### src/rtl/hier_pkg.sv
// Shared definitions for the hierarchy-node family.
// Contents:
//   MAX_CHILDREN - largest supported child count per node
//   MAX_DATA_W   - widest payload the up-port word can carry
//   MAX_ID_W     - source-index width needed at MAX_CHILDREN
//   up_word_t    - {data, id} word presented on a node's up port
//   id_width()   - source-index width for a given child count, never below 1
package hier_pkg;

    localparam int MAX_CHILDREN = 16;
    localparam int MAX_DATA_W   = 64;
    localparam int MAX_ID_W     = $clog2(MAX_CHILDREN);

    typedef struct packed {
        logic [MAX_DATA_W-1:0] data;
        logic [MAX_ID_W-1:0]   id;
    } up_word_t;

    // A single-child node still needs a 1-bit id so the port is never zero width.
    function automatic int id_width(input int n);
        int w;
        if (n <= 2) begin
            w = 1;
        end else begin
            w = $clog2(n);
        end
        return w;
    endfunction

endpackage

### src/rtl/hier_node_slot.sv
// Single-entry buffer sitting between one child channel and the node arbiter.
// Ports:
//   clk_i, rst_ni      - clock, synchronous active-low reset
//   in_valid_i/_ready_o/_data_i - child-facing valid/ready channel
//   drain_i            - arbiter takes the held word this cycle
//   full_o, data_o     - occupancy and held word toward the arbiter
module hier_node_slot
    import hier_pkg::*;
#(
    parameter int DATA_W = 16
) (
    input  logic              clk_i,
    input  logic              rst_ni,
    input  logic              in_valid_i,
    output logic              in_ready_o,
    input  logic [DATA_W-1:0] in_data_i,
    input  logic              drain_i,
    output logic              full_o,
    output logic [DATA_W-1:0] data_o
);

    logic              full_q, full_d;
    logic [DATA_W-1:0] data_q, data_d;
    logic              accept_s;

    // Draining frees the entry in the same cycle, so a refill can land on the same edge.
    assign in_ready_o = rst_ni && (!full_q || drain_i);
    assign accept_s   = in_valid_i && in_ready_o;
    assign full_o     = full_q;
    assign data_o     = data_q;

    // Next-state: an accept wins over a drain, leaving the slot full with the new word.
    always_comb begin
        full_d = full_q;
        data_d = data_q;
        if (accept_s) begin
            full_d = 1'b1;
            data_d = in_data_i;
        end else if (drain_i) begin
            full_d = 1'b0;
        end else begin
            full_d = full_q;
        end
    end

    // Slot state register with synchronous reset.
    always_ff @(posedge clk_i) begin
        if (!rst_ni) begin
            full_q <= 1'b0;
            data_q <= '0;
        end else begin
            full_q <= full_d;
            data_q <= data_d;
        end
    end

endmodule

### src/rtl/hier_node_agg.sv
// Parametrised hierarchy node: NUM_CHILDREN buffered child channels merged
// round-robin into one registered up port, with per-child forward counters.
// Ports:
//   clk_i, rst_ni                      - clock, synchronous active-low reset
//   child_valid_i/_ready_o/_data_i     - per-child channels, child i at [i*DATA_W +: DATA_W]
//   up_valid_o/up_ready_i/up_data_o/up_id_o - upstream channel with source index
//   fwd_cnt_o                          - saturating per-child count of words sent up
//   busy_o                             - any slot full or output register occupied
// DATA_W is limited to MAX_DATA_W and NUM_CHILDREN to 1..MAX_CHILDREN.
module hier_node_agg
    import hier_pkg::*;
#(
    parameter int  NUM_CHILDREN = 5,
    parameter int  DATA_W       = 16,
    parameter int  CNT_W        = 8,
    localparam int ID_W         = id_width(NUM_CHILDREN)
) (
    input  logic                           clk_i,
    input  logic                           rst_ni,
    input  logic [NUM_CHILDREN-1:0]        child_valid_i,
    output logic [NUM_CHILDREN-1:0]        child_ready_o,
    input  logic [NUM_CHILDREN*DATA_W-1:0] child_data_i,
    output logic                           up_valid_o,
    input  logic                           up_ready_i,
    output logic [DATA_W-1:0]              up_data_o,
    output logic [ID_W-1:0]                up_id_o,
    output logic [NUM_CHILDREN*CNT_W-1:0]  fwd_cnt_o,
    output logic                           busy_o
);

    logic [NUM_CHILDREN-1:0] full_s;
    logic [NUM_CHILDREN-1:0] grant_s;
    logic [DATA_W-1:0]       slot_data_s [NUM_CHILDREN];
    logic [DATA_W-1:0]       sel_data_s;
    logic [ID_W-1:0]         ptr_q, ptr_d;
    logic [ID_W-1:0]         gidx_s;
    logic                    found_s;
    logic                    load_s;
    logic                    fire_s;
    up_word_t                up_q, up_d;
    logic                    up_valid_q, up_valid_d;
    logic [CNT_W-1:0]        cnt_q [NUM_CHILDREN];
    logic [CNT_W-1:0]        cnt_d [NUM_CHILDREN];

    for (genvar g = 0; g < NUM_CHILDREN; g++) begin : g_slot
        hier_node_slot #(.DATA_W(DATA_W)) u_slot (
            .clk_i      (clk_i),
            .rst_ni     (rst_ni),
            .in_valid_i (child_valid_i[g]),
            .in_ready_o (child_ready_o[g]),
            .in_data_i  (child_data_i[g*DATA_W +: DATA_W]),
            .drain_i    (grant_s[g]),
            .full_o     (full_s[g]),
            .data_o     (slot_data_s[g])
        );
        assign fwd_cnt_o[g*CNT_W +: CNT_W] = cnt_q[g];
    end

    // Padding bits of the shared up word are always zero; fold them into a sink.
    if (DATA_W < MAX_DATA_W) begin : g_data_pad
        logic unused_data_pad_s;
        assign unused_data_pad_s = ^up_q.data[MAX_DATA_W-1:DATA_W];
    end
    if (ID_W < MAX_ID_W) begin : g_id_pad
        logic unused_id_pad_s;
        assign unused_id_pad_s = ^up_q.id[MAX_ID_W-1:ID_W];
    end

    // Round-robin search: first pass covers ptr..N-1, second pass wraps to 0..ptr-1.
    always_comb begin
        found_s = 1'b0;
        gidx_s  = '0;
        for (int i = 0; i < NUM_CHILDREN; i++) begin
            if (!found_s && full_s[i] && (ID_W'(i) >= ptr_q)) begin
                found_s = 1'b1;
                gidx_s  = ID_W'(i);
            end else begin
                found_s = found_s;
            end
        end
        for (int i = 0; i < NUM_CHILDREN; i++) begin
            if (!found_s && full_s[i]) begin
                found_s = 1'b1;
                gidx_s  = ID_W'(i);
            end else begin
                found_s = found_s;
            end
        end
    end

    assign fire_s = up_valid_q && up_ready_i;
    assign load_s = found_s && (!up_valid_q || up_ready_i);

    // Grant decode and payload select for the winning slot.
    always_comb begin
        grant_s    = '0;
        sel_data_s = '0;
        for (int i = 0; i < NUM_CHILDREN; i++) begin
            grant_s[i] = load_s && (gidx_s == ID_W'(i));
            if (gidx_s == ID_W'(i)) begin
                sel_data_s = slot_data_s[i];
            end else begin
                sel_data_s = sel_data_s;
            end
        end
    end

    // Pointer moves just past the granted child; holds when nothing is loaded.
    always_comb begin
        ptr_d = ptr_q;
        if (load_s) begin
            if (gidx_s == ID_W'(NUM_CHILDREN - 1)) begin
                ptr_d = '0;
            end else begin
                ptr_d = gidx_s + ID_W'(1);
            end
        end else begin
            ptr_d = ptr_q;
        end
    end

    // Output register: load a new word, or empty after a handshake with no refill.
    always_comb begin
        up_d       = up_q;
        up_valid_d = up_valid_q;
        if (load_s) begin
            up_d.data              = '0;
            up_d.data[DATA_W-1:0]  = sel_data_s;
            up_d.id                = '0;
            up_d.id[ID_W-1:0]      = gidx_s;
            up_valid_d             = 1'b1;
        end else if (fire_s) begin
            up_valid_d = 1'b0;
        end else begin
            up_valid_d = up_valid_q;
        end
    end

    // Forward counters count handshakes per source and stick at all-ones.
    always_comb begin
        for (int i = 0; i < NUM_CHILDREN; i++) begin
            cnt_d[i] = cnt_q[i];
            if (fire_s && (up_q.id[ID_W-1:0] == ID_W'(i)) && (cnt_q[i] != {CNT_W{1'b1}})) begin
                cnt_d[i] = cnt_q[i] + CNT_W'(1);
            end else begin
                cnt_d[i] = cnt_q[i];
            end
        end
    end

    // Node state registers with synchronous reset.
    always_ff @(posedge clk_i) begin
        if (!rst_ni) begin
            ptr_q      <= '0;
            up_q       <= '0;
            up_valid_q <= 1'b0;
            for (int i = 0; i < NUM_CHILDREN; i++) begin
                cnt_q[i] <= '0;
            end
        end else begin
            ptr_q      <= ptr_d;
            up_q       <= up_d;
            up_valid_q <= up_valid_d;
            for (int i = 0; i < NUM_CHILDREN; i++) begin
                cnt_q[i] <= cnt_d[i];
            end
        end
    end

    assign up_valid_o = up_valid_q;
    assign up_data_o  = up_q.data[DATA_W-1:0];
    assign up_id_o    = up_q.id[ID_W-1:0];
    assign busy_o     = (|full_s) || up_valid_q;

endmodule

### config.mk
export PLATFORM = sky130hd
export DESIGN_NAME = hier_node_agg
export DESIGN_NICKNAME = d
export VERILOG_FILES = /design/src/rtl/hier_pkg.sv /design/src/rtl/hier_node_slot.sv /design/src/rtl/hier_node_agg.sv
export SDC_FILE = /design/constraint.sdc
export NUM_CORES = 1
export LEC_CHECK = 0
export CORE_MARGIN = 2
export CORE_UTILIZATION = 50
export CTS_BUF_LIST = sky130_fd_sc_hd__clkbuf_16
export DETAILED_ROUTE_END_ITERATION = 10
export GPL_ROUTABILITY_DRIVEN = 0
export PLACE_DENSITY_LB_ADDON = 0.08
export RECOVER_POWER = 50
export SYNTH_ARGS = -nofsm -noshare
export SYNTH_HDL_FRONTEND = slang
export SYNTH_SLANG_ARGS = --single-unit
export TNS_END_PERCENT = 30
### constraint.sdc
create_clock -name clk_i -period 8 [get_ports clk_i]
set_input_delay 2.4 -clock clk_i [delete_from_list [all_inputs] [get_ports clk_i]]
set_output_delay 2.4 -clock clk_i [all_outputs]
set_load 0.02 [all_outputs]
# Word-level counts from Yosys, hierarchy flattened
# Memory sizes are Yosys's and may differ from the RTL's.
# Index checks and enable logic that the tools add are counted.
[word_totals]
ff_bits = 108
ram_bits = 40
in_bits = 88
out_inout_bits = 66
word_cells = 165
n_memories = 1
[op_classes]
add_sub_neg = 6
n_lt_le_gt_ge = 5
eq_ne = 13
mux = 49
bitwise = 5
n_reduce_logical = 72
[memory_table]
columns = ["name", "words", "word_bits", "read_ports", "rd_ports_with_merged_regs", "wr", "line_no", "rtl"]
rows = [
  ["cnt_q", 5, 8, 5, 0, 5, "hier_node_agg.sv:42", "logic [CNT_W-1:0] cnt_q [NUM_CHILDREN];"],
]
[ops]
columns = ["cell", "n"]
rows = [
  ["16-bit two-way mux", 5],
  ["8-bit two-way mux", 10],
  ["1-bit logical AND", 41],
  ["8-bit by 1-bit adder with 8-bit output, second input constant", 5],
  ["8-bit != test, second input constant", 5],
  ["1-bit two-way mux", 25],
  ["3-bit two-way mux", 8],
  ["1-bit zero test", 15],
  ["3-bit by 2-bit equality test with 1-bit output, second input constant", 4],
  ["2-bit nonzero test", 6],
  ["1-bit logical OR", 7],
  ["3-bit by 1-bit equality test with 1-bit output, second input constant", 2],
  ["3-bit equality test, second input constant", 2],
  ["1-bit by 3-bit greater-or-equal comparator with 1-bit output, first input constant", 2],
  ["2-bit by 3-bit greater-or-equal comparator with 1-bit output, first input constant", 2],
  ["3-bit zero test", 2],
  ["1-bit OR", 5],
  ["5-bit OR reduction", 1],
  ["3-bit by 1-bit adder with 3-bit output, second input constant", 1],
  ["3-bit greater-or-equal comparator, first input constant", 1],
  ["2-bit two-way mux", 1],
]

# Depth between registers and ports, before layout
[logic_depth]
depth_word = 40
depth_mapped = 15
depth_no_buf = 10

# By module
# A second synthesis with hierarchy kept.
[hier_totals]
cells_unflattened = 797
area_unflattened_um2 = 7138.1
[modules_own_cells]
columns = ["mod", "n_inst", "cells_per_inst", "area_per_inst_um2", "seq_area_each_um2"]
rows = [
  ["hier_node_agg", 1, 417, 3578.4, 1261.2],
  ["hier_node_slot", 5, 76, 711.9, 340.3],
]

# Least setup slack after synthesis
# OpenSTA, ideal clock, no wires.
[synth_path]
path_type = "input to output"
startpoint = "input port rst_ni"
endpoint = "output port child_ready_o[0]"
arrival_time_ps = 3231
required_time_ps = 5600
path_slack_ps = 2369
stages = 5
path_buffers = 3
path_cell_list = "clkbuf_1 inv_2 clkbuf_1 a21oi_1 buf_4"
[synth_via]
elab_chain_len = 1
[synth_lines]
columns = ["item", "line_no", "rtl"]
rows = [
  ["start: declaration", "hier_node_agg.sv:19", "input logic rst_ni,"],
  ["1-bit logical AND", "hier_node_slot.sv:27", "assign in_ready_o = rst_ni && (!full_q || drain_i);"],
  ["end: declaration", "hier_node_agg.sv:21", "output logic [NUM_CHILDREN-1:0] child_ready_o,"],
]
# No other way between the ends.

# Worst setup path after layout
[layout_path]
startpoint = "input port up_ready_i"
endpoint = "output port child_ready_o[0]"
[layout_via]
elab_chain_len = 5
[layout_lines]
columns = ["item", "line_no", "rtl"]
rows = [
  ["start: declaration", "hier_node_agg.sv:24", "input logic up_ready_i,"],
  ["1-bit logical OR", "hier_node_agg.sv:92", "assign load_s = found_s && (!up_valid_q || up_ready_i);"],
  ["1-bit logical AND", "hier_node_agg.sv:92", ""],
  ["1-bit logical AND", "hier_node_agg.sv:99", "grant_s[i] = load_s && (gidx_s == ID_W'(i));"],
  ["1-bit logical OR", "hier_node_slot.sv:27", ""],
  ["1-bit logical AND", "hier_node_slot.sv:27", ""],
]
# No other way between the ends.

==> out/results.ini <==
[setup_path]
crit_path_start_kind=input port
cp.required_ps=5600
regToRegSetupSlack_ps=3580
crit_start=up_ready_i
worst-path-max-fanout=28
data_arrival_time_at_the_worst_slack_endpoint_ps=4870
worstRegToRegCells=8
regToRegEndpoint=g_slot[3].u_slot.data_o[8]
r2r_start=g_slot[2].u_slot.full_o
crit_path_end_kind=output port
start_to_end_type_of_the_worst_setup_path=input port to output port

[timing]
aggregate_negative_setup_slack_ps=0
final.period_utilization_pct=90.9
finalMaxSlewViolations=161
relSlewSlack_pct=-31.6
max_freq_mhz=137
finalCriticalPeriod_ps=7270
rsz0062_at_grt=no
setup_viol=0
skew_ps=7.06
worstMarginPinSlew_ps=1970
hold_violations=0

[layout]
ff_latch_area_mm2=0.00296
antenna-diode-count=0
multi_input_area_mm2=0.00364
final.fill_count=1149
drive_above_1_share_pct=5.93
layout.nets=1043
area_growth_syn_to_layout_pct=29.3

[clock_network]
cts-resized-gates=0
ctsHoldBuffers=0
clk_path_buf_depth=2
cts_root_buffer=clkbuf_16
cts_max_level=4
clock-sinks=148
cts_setup_buffers=0
clk_latency_ps=420
tritoncts_buffer_count=17
clk_pin_slew_ps=60
cts_tree=built

[route]
detailedRoute.firstPassIterationCount=5
detailroute.via_count=6451
antenna_left=0
drt_drc_violations_left=0
detail_route.iter0.violations=393
route.detailed.vias_per_inst=5.65
routed_length_per_instance_um=16.7
postRouteWirelength_mm=19.0

[floorplan]
fp.dieH_um=123
die-area_mm2=0.0150
fp.coreArea_mm2=0.0138
design.portCount=154
std_cell_rows=43
floorplan.die.width_um=123
initial_core_util_pct=50.9

[placement]
post-dp-hpwl_mm=13.8
place.port_buffers=153

[power_and_ir_drop]
vdd_ir_drop_max_mv=0.151
cellLeakagePower_nw=3.65
power_mw=2.16
powerDensity_mw_per_mm2=237

[logic_synthesis]
ys_seq_area_share_pct=42.1
dominantRegCellSynth=dfxtp_1
synth_nets=930
netlist.top_cell.by_area=dfxtp_1
ys_async_sr_fraction_pct=0
netlist-cell-type-count=64
post_synth_main_area_contributors=dfxtp_1, nand2_1, mux2i_1
syn_inst=835
post-synth-top-area-fraction_pct=42.1
ys_seq_elements=148
synth-edff-count=0
ys_warn_count=0
postSynthAreaPerCell_um2=8.43
mappedNetlistArea_mm2=0.00704

[min_path]
min_from=g_slot[0].u_slot.data_o[3]
worst_hold_path.num_cells=2
holdCritPathClass=register to register
holdPathEnd=g_slot[0].u_slot.data_o[3]

[grt]
number_of_global_route_vias_before_repair=5958
globalRouteTotalUtil_pct=25.6
pin_count_of_the_biggest_net_entering_global_routing=105
grt-ovfl-total=0
antenna_found_initial=0
grt_first_pass_wirelength_mm=29.8

[status]
outcome=finished, violations left
violations=capacitance limit, slew limit

[run]
max-cap-violations=2

==> cells in the final DEF (no fill, tap or decap), types with 20 or more instances in the layout <==
cell and count:
nand3_1 27, a21oi_1 51, dfxtp_1 148, o21ai_0 46, dlygate4sd3_1 60, nand2_1 143, inv_1 26, nor2_1 65
clkdlybuf4s50_1 92, xor2_1 20, mux2i_1 37
==> cells in the mapped netlist (all sizes together) (2+ instances only) <==
master,instances
dfxtp,148
nand2,143
nor2,66
o21ai,63
a21oi,51
clkbuf,43
mux2i,37
nand3,27
buf,24
inv,24
xor2,20
o311ai,18
nand4,17
a211o,16
a22o,16
a31oi,16
a32o,16
or2,16
xnor2,9
or3,8
and2,7
ha,7
and3,6
a211oi,4
nor2b,3
nor3,3
o21a,3
a311oi,2
and4,2
nand4b,2
nor4bb,2
o211ai,2
==> how the worst max path moves through the flow <==
stage	slack (ps)	cells after the start	to
after floorplan	2370	5	child_ready_o[0]
after global placement	870	7	child_ready_o[0]
after detailed placement	840	7	child_ready_o[0]
after CTS	830	7	child_ready_o[0]
after global routing	540	4	child_ready_o[2]
final	730	7	child_ready_o[0]
==> critical path, stage by stage <==
cell             delay, ps
dlygate4sd3_1          630
nand2b_1               200
o21a_1                 170
buf_4                  290
o311ai_1               230
a21oi_1                280
clkdlybuf4s50_1        670
==> registers in the layout, summed over array words and instances, names as in the netlist <==
| signal | count |
|---|---|
| up_data_o | 16 |
| up_id_o | 3 |
| g_slot.u_slot.full_o | 5 |
| g_slot.u_slot.data_o | 80 |
| cnt_q | 40 |
| ptr_q | 3 |
| up_valid_o | 1 |
==> stage by stage <==
step	cell area, um^2	cells	hold slack [ps]	setup WS, ps	util [%]
6_report	9100	1141	453	726	65.8
3_5_place_dp	8530	1109	442	836	61.7
3_3_place_gp	8530	1109	445	873	61.7
5_1_grt	9100	1141	470	545	65.8
2_1_floorplan	7040	835	425	2370	-
4_1_cts	9120	1141	452	829	66.0
==> cells by family (layout without fill, tap and decap cells) <==
group | Yosys count | in the layout | synth area share [%]
AND/OR/NAND/NOR | 308 | 308 | 20.3
AO/OA/AOI/OAI | 215 | 215 | 21.6
flip-flops | 148 | 148 | 42.1
buffers and inverters | 91 | 217 | 5.92
multiplexers | 37 | 37 | 5.26
XOR/XNOR | 29 | 29 | 3.61
adder cells (fa/ha/maj) | 7 | 7 | 1.24
==> final cells by class <==
cell class,instances,share of cell area [%]
Sequential cell,148,32.6
Timing Repair Buffer,161,17.4
Clock inverter,15,1.88
Inverter,24,0.990
Clock buffer,17,4.67
Tap cell,180,2.47
Multi-Input combinational cell,596,40.0
==> metal layers <==
layer	wire length (um)	track usage, %
met3	1160	5.16
met2	9380	42.6
met1	7940	32.0
met5	0	0
met4	532	11.6
==> power breakdown <==
group          internal [mW]  total (mW)  switching, mW
Sequential             0.804       0.864         0.0604
Combinational          0.209       0.487          0.278
Clock                  0.513       0.809          0.296
No activity file was read; power rests on OpenSTA's default activity.
